==> src/rtl/oven_apb_pkg.sv <==
// Shared definitions for the oven controller APB register bank and its bench.
package oven_apb_pkg;

    // Default bus and register-array geometry.
    localparam int unsigned ADDR_WIDTH = 8;
    localparam int unsigned DATA_WIDTH = 32;
    localparam int unsigned NUM_REGS   = 16;

    // Constant returned by the read-only identification word.
    localparam logic [31:0] ID_VALUE = 32'h0EE0_0001;

    // Named register indices (word addresses).
    localparam int unsigned REG_CTRL        = 0;
    localparam int unsigned REG_TARGET_TEMP = 1;
    localparam int unsigned REG_TIMER       = 2;
    localparam int unsigned REG_ID          = NUM_REGS - 1;

    // APB transfer phase as seen on psel/penable.
    typedef enum logic [1:0] {
        PhaseIdle,
        PhaseSetup,
        PhaseAccess
    } apb_phase_e;

    // Classify the current bus cycle; penable without psel is not a transfer.
    function automatic apb_phase_e apb_phase(input logic psel, input logic penable);
        if (!psel) begin
            return PhaseIdle;
        end else if (!penable) begin
            return PhaseSetup;
        end else begin
            return PhaseAccess;
        end
    endfunction

endpackage

==> src/rtl/apb_reg_file.sv <==
// Register storage: NumRegs words, one write port, combinational read mux.
// The top word is a constant ID and is never stored.
module apb_reg_file
    import oven_apb_pkg::*;
#(
    parameter int unsigned           DataWidth = oven_apb_pkg::DATA_WIDTH,
    parameter int unsigned           NumRegs   = oven_apb_pkg::NUM_REGS,
    parameter logic [DataWidth-1:0]  IdValue   = DataWidth'(oven_apb_pkg::ID_VALUE),
    localparam int unsigned          IdxW      = $clog2(NumRegs)
) (
    input  logic                 clk_i,
    input  logic                 rst_ni,   // synchronous, active low
    input  logic                 we_i,
    input  logic [IdxW-1:0]      waddr_i,
    input  logic [DataWidth-1:0] wdata_i,
    input  logic [IdxW-1:0]      raddr_i,
    output logic [DataWidth-1:0] rdata_o
);

    localparam logic [IdxW-1:0] IdIdx = IdxW'(NumRegs - 1);

    // Only the writable words hold state.
    logic [DataWidth-1:0] regs_q [NumRegs-1];
    logic [DataWidth-1:0] regs_d [NumRegs-1];

    // Next state: update the addressed word; the ID slot is silently skipped.
    always_comb begin
        for (int unsigned i = 0; i < NumRegs - 1; i++) begin
            regs_d[i] = regs_q[i];
        end
        if (we_i && (waddr_i != IdIdx)) begin
            for (int unsigned i = 0; i < NumRegs - 1; i++) begin
                if (waddr_i == IdxW'(i)) begin
                    regs_d[i] = wdata_i;
                end
            end
        end
    end

    // State register with synchronous clear.
    always_ff @(posedge clk_i) begin
        if (!rst_ni) begin
            for (int unsigned i = 0; i < NumRegs - 1; i++) begin
                regs_q[i] <= '0;
            end
        end else begin
            for (int unsigned i = 0; i < NumRegs - 1; i++) begin
                regs_q[i] <= regs_d[i];
            end
        end
    end

    // Read mux: ID constant at the top index, stored word elsewhere.
    always_comb begin
        rdata_o = IdValue;
        for (int unsigned i = 0; i < NumRegs - 1; i++) begin
            if (raddr_i == IdxW'(i)) begin
                rdata_o = regs_q[i];
            end
        end
    end

endmodule

==> src/rtl/modport_apb_slave.sv <==
// Zero-wait-state APB slave for the oven controller register bank.
// Handles address decode, pready and read gating; storage lives in apb_reg_file.
module modport_apb_slave
    import oven_apb_pkg::*;
#(
    parameter int unsigned            ADDR_WIDTH = oven_apb_pkg::ADDR_WIDTH,
    parameter int unsigned            DATA_WIDTH = oven_apb_pkg::DATA_WIDTH,
    parameter int unsigned            NUM_REGS   = oven_apb_pkg::NUM_REGS,
    parameter logic [DATA_WIDTH-1:0]  ID_VALUE   = DATA_WIDTH'(oven_apb_pkg::ID_VALUE)
) (
    input  logic                  clk,
    input  logic                  reset,    // synchronous, active low
    input  logic [ADDR_WIDTH-1:0] paddr,
    input  logic                  psel,
    input  logic                  penable,
    input  logic                  pwrite,
    input  logic [DATA_WIDTH-1:0] pwdata,
    output logic                  pready,
    output logic [DATA_WIDTH-1:0] prdata
);

    localparam int unsigned IdxW = $clog2(NUM_REGS);

    logic [IdxW-1:0]       idx;
    logic                  in_range;
    logic                  wr_en;
    logic [DATA_WIDTH-1:0] rf_rdata;

    // Decode: low bits pick the word; the extra leading zero lets
    // NUM_REGS == 2**ADDR_WIDTH compare without truncating to zero.
    always_comb begin
        idx      = paddr[IdxW-1:0];
        in_range = ({1'b0, paddr} < (ADDR_WIDTH + 1)'(NUM_REGS));
    end

    // Handshake and read gating: no wait states, reads only while selected.
    always_comb begin
        pready = psel & penable & reset;
        wr_en  = pready & pwrite & in_range;
        prdata = '0;
        if (psel && !pwrite && in_range) begin
            prdata = rf_rdata;
        end
    end

    apb_reg_file #(
        .DataWidth (DATA_WIDTH),
        .NumRegs   (NUM_REGS),
        .IdValue   (ID_VALUE)
    ) u_reg_file (
        .clk_i   (clk),
        .rst_ni  (reset),
        .we_i    (wr_en),
        .waddr_i (idx),
        .wdata_i (pwdata),
        .raddr_i (idx),
        .rdata_o (rf_rdata)
    );

endmodule

==> config.mk <==
export PLATFORM = sky130hd
export DESIGN_NAME = modport_apb_slave
export DESIGN_NICKNAME = d
export VERILOG_FILES = /design/src/rtl/oven_apb_pkg.sv /design/src/rtl/apb_reg_file.sv /design/src/rtl/modport_apb_slave.sv
export SDC_FILE = /design/constraint.sdc
export NUM_CORES = 1
export LEC_CHECK = 0
export CORE_MARGIN = 8
export CORE_UTILIZATION = 41
export DETAILED_ROUTE_END_ITERATION = 8
export MAX_ROUTING_LAYER = met4
export PLACE_DENSITY_LB_ADDON = 0.08
export SLEW_MARGIN = 20
export SYNTH_ARGS = -nofsm -noshare
export SYNTH_HDL_FRONTEND = slang
export SYNTH_HIERARCHICAL = 1
export SYNTH_SLANG_ARGS = --single-unit
==> constraint.sdc <==
create_clock -name clk -period 3.25 [get_ports clk]
set_input_delay 0.65 -clock clk [delete_from_list [all_inputs] [get_ports clk]]
set_output_delay 0.65 -clock clk [all_outputs]
set_load 0.01 [all_outputs]
==> results of run 1 <==
## power by group through the flow
stage | clock (µW) | combinational, µW | sequential (µW)
global route | 6550 | 1330 | 5880
floorplan | 0 | 556 | 6020
global placement | 0 | 1150 | 6020
CTS | 6310 | 1220 | 5880
finish | 6230 | 1290 | 5880
detailed placement | 0 | 1160 | 6020
## logic make-up (layout without fill, tap and decap cells)
family / Yosys count / after routing
compound gates: 835 / 835
other cells: 0 / 1
buf+inv: 283 / 498
simple gates: 1224 / 1224
mux: 86 / 86
flops: 480 / 480
## path summary, 6_finish.rpt
path                                     to  slack [ns]  cells past startpoint
hold / removal     u_reg_file/regs_q[0][63]        0.45                      2
setup reg to reg  u_reg_file/regs_q[0][115]        2.52                      2
setup / recovery                  prdata[8]       -0.03                      7
hold reg to reg    u_reg_file/regs_q[0][63]        0.45                      2
## worst reg2reg max path, cell delays in order, from the launching register on
cell,delay (ns)
dfxtp_1,0.38
nand2_1,0.07
a21boi_0,0.19
## metal layers
metal  vias to the layer above  track usage
met5                         -            -
met4                         0        0.108
met3                       210       0.0460
met2                      1044        0.487
li1                      10200            -
met1                     11000        0.414
## placed cells by master, fill, tap and decap left out, drive strengths merged, types with 21 or more instances in the layout
| master | count |
|---|---|
| dfxtp | 480 |
| mux2 | 30 |
| mux2i | 41 |
| buf | 325 |
| o21ai | 84 |
| nand2 | 1015 |
| o22ai | 45 |
| a211oi | 21 |
| a21oi | 71 |
| clkbuf | 91 |
| a22oi | 27 |
| nor2 | 77 |
| and3 | 38 |
| clkdlybuf4s50 | 40 |
| o221ai | 27 |
| a21boi | 481 |
## per-stage QoR
step | power [µW] | TNS, ns | cell area [µm²] | std cells
after floorplan | 6570 | 0 | 22900 | 2908
after global placement | 7170 | -16.60 | 26300 | 3755
after detailed placement | 7170 | -16.29 | 26300 | 3755
after CTS | 13400 | -0.666 | 28400 | 3854
after global routing | 13800 | -0.184 | 28800 | 3872
final | 13400 | -0.0260 | 28800 | 3872
## cell type report
cell class	count	area [µm²]
repair buffers	395	3810
clock buffers	77	1540
well taps	748	936
diodes	1	2.50
clock inverters	18	229
multi-input cells	2145	12600
fillers	5202	26400
flip-flops and latches	480	9610
inverters	8	33.8
## what timing repair did
action                                  CTS  global route
endpoints found under the setup margin   32            30
gates resized for setup                 152            67
pin swaps                                32            30
setup buffers                             4            15
gates cloned                              0             2
==> flow_metrics.py, run 1 <==
metrics = {
    "run_status": {
        "status": "finished, violations left",
        "failed_checks": "negative setup slack",
    },
    "clocking": {
        "level_count_of_the_clock_h_tree": 2,
        "cts_tree": "built",
        "cts_hold_buf": 0,
        "clock-sinks": 480,
        "cts.reportedPaths.clkPinSlew_ns": 0.06,
        "cts_root_buffer": "clkbuf_16",
        "numCtsBuffers": 53,
        "clk-insertion-delay-late_ns": 0.61,
        "max-clock-path-buffers": 3,
    },
    "placement": {
        "gp_congestion": 0.942,
        "place_ws_ns": -0.903,
        "dp.final_hpwl_um": 65100,
        "place.port_buffers": 77,
    },
    "synth": {
        "yosys.area.top_type": "dfxtp_1",
        "synth_edf_count": 0,
        "synthesis.nets": 2953,
        "syn_avg_cell_area_um2": 7.87,
        "synth-adder-area-share": 0,
        "synth-seq-cells": 480,
        "synth-seq-area-share": 0.420,
        "synthTopCellsByArea": "dfxtp_1, nand2_1, a21boi_0, clkbuf_1, o21ai_0",
        "post-synth-top-area-fraction": 0.420,
        "netlist_area_um2": 22900,
        "synthMostInstantiatedCell": "nand2_1",
        "yosys_most_used_dff": "dfxtp_1",
        "asyncSetResetFlopFracSynth": 0,
        "synth_simple_gate_area_share": 0.217,
        "yosys_warnings": 6,
        "muxShareOfSynthArea": 0.0474,
        "synth_area_in_xor_xnor": 0,
        "ys_top_cells_by_count": "nand2_1, dfxtp_1, a21boi_0, clkbuf_1, o21ai_0",
        "yosys.cell_types.count": 67,
        "largest_family_of_logic_cells_by_synthesized_area": "compound AO/OA/AOI/OAI gates",
        "synth_compound_area_frac": 0.260,
        "netlist_instances": 2908,
    },
    "global_route": {
        "grt_pass1_vias": 21600,
        "number_of_antenna_violations_at_the_first_check_in_global_routing": 5,
        "grt_overflow_total": 0,
        "largest_net_degree_at_the_start_of_global_routing": 281,
        "global_route.usage.total": 0.313,
        "wire_length_of_the_first_global_routing_pass_um": 146000,
    },
    "routing": {
        "dr.pass1.iters": 7,
        "initialDrtViolationCount": 2417,
        "via_per_inst": 5.82,
        "met2RoutedLength_um": 45200,
        "antenna_violating_nets_post_route": 0,
        "via_count": 22500,
        "met3_length_um": 7990,
        "wl_met1_um": 43600,
        "routed_wire_length_per_instance_um": 26.0,
        "drc": 0,
        "highest_layer": "met4",
        "totalWireLength_um": 100000,
    },
    "timing": {
        "final_min_period_over_clock_period": 1.01,
        "timing.slew.headroom": 0.127,
        "finalCriticalPeriod_ns": 3.28,
        "skew_ns": 0,
        "max_clock_freq_mhz": 305,
        "setup_slack_ns": -0.0260,
        "finalHoldViolCount": 0,
        "rsz0062_at_grt": "yes",
        "timing.final.max_slew_violations": 0,
        "worst_hold_slack_ns": 0.451,
        "worstMarginPinSlew_ns": 1.31,
        "setup_violations": 1,
    },
    "power": {
        "netSwitchingPower_uw": 3330,
        "leakagePower_uw": 0.00995,
        "share_seq_of_total_power": 0.439,
        "clock_network_power_share": 0.465,
        "cellPowerDensity_nw_per_um2": 466,
        "vdd_drop_max_mv": 0.358,
        "internal_power_uw": 10100,
        "power.combinational.fraction": 0.096,
        "p_sw_frac": 0.248,
    },
    "final_layout": {
        "area_growth_pct": 25.6,
        "top_register": "u_reg_file/regs_q",
        "layout-drive-gt1-share": 0.190,
        "finish.utilization": 0.521,
        "flip_flop_count_of_the_largest_register_all_copies_and_words_added": 480,
        "final_net_count": 3128,
        "reg.largest.list": "u_reg_file/regs_q (480)",
    },
    "floorplan": {
        "placementRows": 86,
        "io_pins": 78,
        "initial_core_util": 0.415,
        "dieArea_um2": 63700,
        "core_area_um2": 55200,
        "die_h_um": 252,
        "floorplan.die.width_um": 252,
    },
    "worst_setup_path": {
        "rr_startpoint": "u_reg_file/regs_q[0][115]",
        "crit_required_ns": 2.60,
        "critical_path_buf_inv_count": 1,
        "timing.critical_path.cells": "mux2_2, a221o_1, a222oi_1, a211oi_1, a221o_1, and3_1, buf_2",
        "first_element_of_the_critical_path": "u_reg_file/regs_q[0][8]",
        "crit_fanout": 2,
        "critical_path.max_stage_delay_ns": 0.38,
        "worst-endpoint-arrival_ns": 2.63,
        "timing.setup.critical_path_class": "flop to primary output",
        "cp-end-kind": "primary output",
        "crit_family": "compound AO/OA/AOI/OAI gates",
        "most_frequent_cp_cell": "a221o_1",
        "critical-path-slowest-cell": "a221o_1",
        "startpoint_type": "flop",
    },
    "hold_path": {
        "min-delay-path-class": "flop to flop",
        "hold_path.startpoint": "u_reg_file/regs_q[0][63]",
    },
    "run": {
        "cap_viol_max_count": 0,
    },
}
No activity file was read; power rests on OpenSTA's default activity.
==> run 2: changes to the inputs <==
--- a/config.mk
+++ b/config.mk
@@ -8,9 +8,10 @@
 export CORE_MARGIN = 8
 export CORE_UTILIZATION = 41
 export DETAILED_ROUTE_END_ITERATION = 8
+export HOLD_SLACK_MARGIN = 0.06
 export MAX_ROUTING_LAYER = met4
 export PLACE_DENSITY_LB_ADDON = 0.08
-export SLEW_MARGIN = 20
+export SLEW_MARGIN = 10
 export SYNTH_ARGS = -nofsm -noshare
 export SYNTH_HDL_FRONTEND = slang
 export SYNTH_HIERARCHICAL = 1
==> results of run 2 <==
The final DEF is identical to that of run 1; final timing and power are the same.
